**src/rtl/code_conv_arbiter.sv**
```systemverilog
// code_conv_arbiter: round-robin sharing of one registered binary/Gray converter among N_REQ requesters
module code_conv_arbiter #(
  parameter int N_REQ = 4,
  parameter int WIDTH = 4,
  parameter int IDW = $clog2(N_REQ),
  parameter int CNTW = 16
) (
  input  logic                   clk,
  input  logic                   rst_n,
  input  logic [N_REQ-1:0]       req_valid,
  input  logic [N_REQ-1:0]       req_mode,
  input  logic [N_REQ*WIDTH-1:0] req_data,
  output logic [N_REQ-1:0]       req_ready,
  output logic                   out_valid,
  input  logic                   out_ready,
  output logic [WIDTH-1:0]       out_data,
  output logic                   out_mode,
  output logic [IDW-1:0]         out_id,
  output logic [CNTW-1:0]        conv_count
);
  typedef enum logic {EMPTY, FULL} state_t;
  state_t state_q, state_d;
  logic [IDW-1:0] ptr_q, ptr_d, id_q, id_d, gnt;
  logic [WIDTH-1:0] data_q, data_d, sel_data, conv;
  logic [CNTW-1:0] cnt_q, cnt_d;
  logic mode_q, mode_d, sel_mode, any, can_load, load;
  always_comb begin
    gnt = '0;
    any = 1'b0;
    for (int k = N_REQ - 1; k >= 0; k--)
      if (req_valid[(int'(ptr_q) + k) % N_REQ]) begin
        gnt = IDW'((int'(ptr_q) + k) % N_REQ);
        any = 1'b1;
      end
  end
  always_comb begin
    sel_data = req_data[int'(gnt) * WIDTH +: WIDTH];
    sel_mode = req_mode[gnt];
    conv = sel_data ^ (sel_data >> 1);
    if (sel_mode)
      for (int i = WIDTH - 2; i >= 0; i--) conv[i] = conv[i+1] ^ sel_data[i];
  end
  always_comb begin
    can_load = rst_n && (state_q == EMPTY || out_ready);
    load = can_load && any;
    req_ready = load ? N_REQ'(1) << gnt : '0;
    state_d = load ? FULL : (out_ready ? EMPTY : state_q);
    data_d = load ? conv : data_q;
    mode_d = load ? sel_mode : mode_q;
    id_d = load ? gnt : id_q;
    ptr_d = load ? (gnt == IDW'(N_REQ - 1) ? '0 : gnt + 1'b1) : ptr_q;
    cnt_d = cnt_q + CNTW'(load);
  end
  always_ff @(posedge clk) begin
    if (!rst_n) begin
      state_q <= EMPTY;
      data_q <= '0;
      mode_q <= 1'b0;
      id_q <= '0;
      ptr_q <= '0;
      cnt_q <= '0;
    end else begin
      state_q <= state_d;
      data_q <= data_d;
      mode_q <= mode_d;
      id_q <= id_d;
      ptr_q <= ptr_d;
      cnt_q <= cnt_d;
    end
  end
  assign out_valid = state_q == FULL;
  assign out_data = data_q;
  assign out_mode = mode_q;
  assign out_id = id_q;
  assign conv_count = cnt_q;
endmodule

```
**config.mk**
```make
export PLATFORM = sky130hd
export DESIGN_NAME = code_conv_arbiter
export DESIGN_NICKNAME = d
export VERILOG_FILES = /design/src/rtl/code_conv_arbiter.sv
export SDC_FILE = /design/constraint.sdc
export NUM_CORES = 1
export LEC_CHECK = 0
export CAP_MARGIN = 20
export CORE_MARGIN = 10
export CORE_UTILIZATION = 36
export CTS_CLUSTER_SIZE = 14
export DETAILED_ROUTE_END_ITERATION = 10
export DONT_BUFFER_PORTS = 1
export PLACE_DENSITY = 0.55
export SYNTH_ARGS = -nofsm -noshare
export SYNTH_HDL_FRONTEND = slang
export SYNTH_SLANG_ARGS = --single-unit
export TNS_END_PERCENT = 100
```
**constraint.sdc**
```tcl
create_clock -name clk -period 2.4 [get_ports clk]
set_input_delay 0.36 -clock clk [delete_from_list [all_inputs] [get_ports clk]]
set_output_delay 0.36 -clock clk [all_outputs]
set_load 0.01 [all_outputs]
```
==> results.yml <==
clocking:
  tritoncts: "built"
  htreeDepth: 1
  cts_made_buffers: 3
  cts.clk_slew.worst_paths_ps: 90
  cts_max_path_buffers: 2
  holdBufCountCts: 0
  insertion_delay_ps: 270
  cts_sinks: 26
  cts_root_buf: "clkbuf_8"
synthesis:
  yosysTopAreaCell: "dfxtp_1"
  synth.distinct_cells: 28
  yosysWarnings: 0
  ys.flop_type: "dfxtp_1"
  yosysSeqAreaShare_pct: 36.9
  synth_most_common_cell: "dfxtp_1"
  synth.area.top_cells: "dfxtp_1 37%, mux2i_1 9.2%, and2_1 7.5%"
  syn_nets: 188
  synth_top_cell_area_share_pct: 36.9
  yosys-top-cells-count: "26 x dfxtp_1, 17 x and2_1, 16 x nand3_1, 13 x mux2i_1, 12 x xnor2_1"
  syn_area_per_cell_um2: 9.09
  synth_cells: 155
  async_flop_share_pct: 0
  synth-seq-cells: 26
  synth_edf_count: 0
  synth_area_mm2: 0.00141
final_layout:
  stdcell_count: 207
  drive_above_1_share_pct: 9.43
  antenna_cells: 0
  nets: 193
  stdcell_area_mm2: 0.00155
  syn_to_final_growth_pct: 9.77
setup_path:
  critPathMaxStageDelay_ps: 450
  cp.required_ps: 2040
  crit_path_end_kind: "primary output"
  criticalPathCategory: "flip-flop to primary output"
  critPathLaunchType: "flip-flop"
  slowest_stage: "dfxtp_1"
  rr_endpoint: "out_data[0]"
  critPathArrivalTime_ps: 1890
  r2r-start: "ptr_q[1]"
  crit_fanout: 6
  r2r_slack_ps: 150
  reg2reg_depth: 8
  crit_chain: "mux2i_1, nor2_1, nor3_4, buf_4, inv_1, ha_1, and2_1"
sta:
  timing_hold_violations_final: 0
  fin_skew_ps: 3.46
  worst_slack_ps: 150
  rsz0062_at_grt: "false"
  fmaxAchievable_mhz: 444
  max_slew_margin_pct: 81.6
  period_needed_ps: 2250
  period_share_pct: 93.8
  setup_viol: 0
  slew_viol_final: 0
  worst_slew_pin_slew_ps: 269
  setup_tns_ps: 0
detailed_routing:
  firstDrtPassIters: 4
  drc: 0
  wl_um: 3390
  post_drt_wl_per_cell_um: 16.4
  viasPerCell: 5.27
  drt-initial-drc-count: 64
  final_antenna_net_count: 0
  vias: 1091
grt:
  grt_pass1_vias: 1038
  grt_pass1_wl_um: 5180
  grt_max_degree: 28
  antenna_found_initial: 0
  track_usage_pct: 9.54
  grt_overflow: 0
place:
  post-place-ws_ps: 121
  place_area_mm2: 0.00146
  io_buffers: 0
  gp_congestion: 0.724
  hpwl_um: 2600
  dp.cells: 200
floorplan:
  die_w_um: 82.6
  die_area_mm2: 0.00682
  fp.coreArea_mm2: 0.00372
  fp-row-count: 22
  fp.dieH_um: 82.6
  start_util_pct: 37.9
  io_pins: 55
outcome:
  status: "finished clean"
worst_hold_path:
  holdCritStartpoint: "rst_n"
  hold_depth: 1
  hold_class: "primary input to flip-flop"
  min_to: "conv_count[12]"
power_and_ir_drop:
  peakVddDrop_mv: 0.235
  powerDensity_mw_per_mm2: 697
  power_leakage_nw: 0.613
  p_total_mw: 1.08
flow_run:
  maxCapViolations: 0
## cell usage in the layout, fill, tap and decap left out, types with 5 or more instances in the layout
cell	synthesis	routed
o21ai_0	9	9
ha_1	6	6
buf_4	0	6
inv_1	5	5
nand2_1	9	9
nand3_1	16	16
and2_1	17	17
dfxtp_1	26	26
mux2i_1	13	13
xnor2_1	12	12
## worst max path at each step
| stage | startpoint | endpoint | slack, ps | depth (start not counted) |
|---|---|---|---|---|
| after floorplan | req_valid[1] | conv_count[11] | 230 | 9 |
| after global placement | ptr_q[1] | out_data[0] | 210 | 8 |
| after detailed placement | ptr_q[1] | out_data[0] | 120 | 8 |
| after CTS | ptr_q[1] | req_ready[2] | 10 | 7 |
| after global routing | ptr_q[1] | out_data[0] | 30 | 8 |
| final | ptr_q[1] | req_ready[2] | 150 | 7 |
## per-stage QoR
step | hold WS, ps | util, %
2_1_floorplan | 467 | -
3_3_place_gp | 485 | 39.3
3_5_place_dp | 488 | 39.3
4_1_cts | 201 | 40.8
5_1_grt | 193 | 41.6
6_report | 208 | 41.6
## repair_timing
action                                  in CTS  in global routing
setup buffers                                0                  3
endpoints found under the setup margin       0                  3
gates resized for setup                      0                  1
hold endpoints to repair                     0                  0
## flip-flops by register name, summed over array words and instances, names as in the netlist
register,cells
out_data,4
out_valid,1
conv_count,16
out_mode,1
out_id,2
ptr_q,2
## logic make-up after synthesis
logic type      count (synthesis)  synth area share (%)
flops                          26                  36.9
compound gates                 19                  8.17
buf+inv                        11                  3.46
fa+ha+maj                       6                  5.33
mux                            16                  11.9
xor+xnor                       15                  9.33
simple gates                   62                  24.9
## power by group
| part | internal, mW | switching [mW] | total [mW] |
|---|---|---|---|
| combinational | 0.134 | 0.131 | 0.265 |
| clock | 0.147 | 0.137 | 0.284 |
| sequential | 0.474 | 0.0552 | 0.529 |
| total | 0.754 | 0.323 | 1.08 |
## critical path: cells and delay by family (launching register included)
family        cells  cell delay, ps
mux               1             240
simple gates      3             500
fa+ha+maj         1             190
flops             1             450
buf+inv           2             250
## final cells by class
| cell class | instances | area [um2] |
|---|---|---|
| Clock buffer | 4 | 55.1 |
| Sequential cell | 26 | 520 |
| Inverter | 5 | 18.8 |
| Tap cell | 48 | 60.1 |
| Multi-Input combinational cell | 118 | 847 |
| Timing Repair Buffer | 6 | 45.0 |
| Fill cell | 374 | 2170 |
## routing by layer
layer	part of all wire (%)	vias up	GRT usage (%)	wire, um
met1	38	516	11.0	1290
li1	-	539	-	-
met2	49	32	15.1	1670
met4	1.7	0	4.01	57
met3	11	4	4.32	363
met5	0	-	0	0
Note: power is estimated with default switching activity, not from simulation.
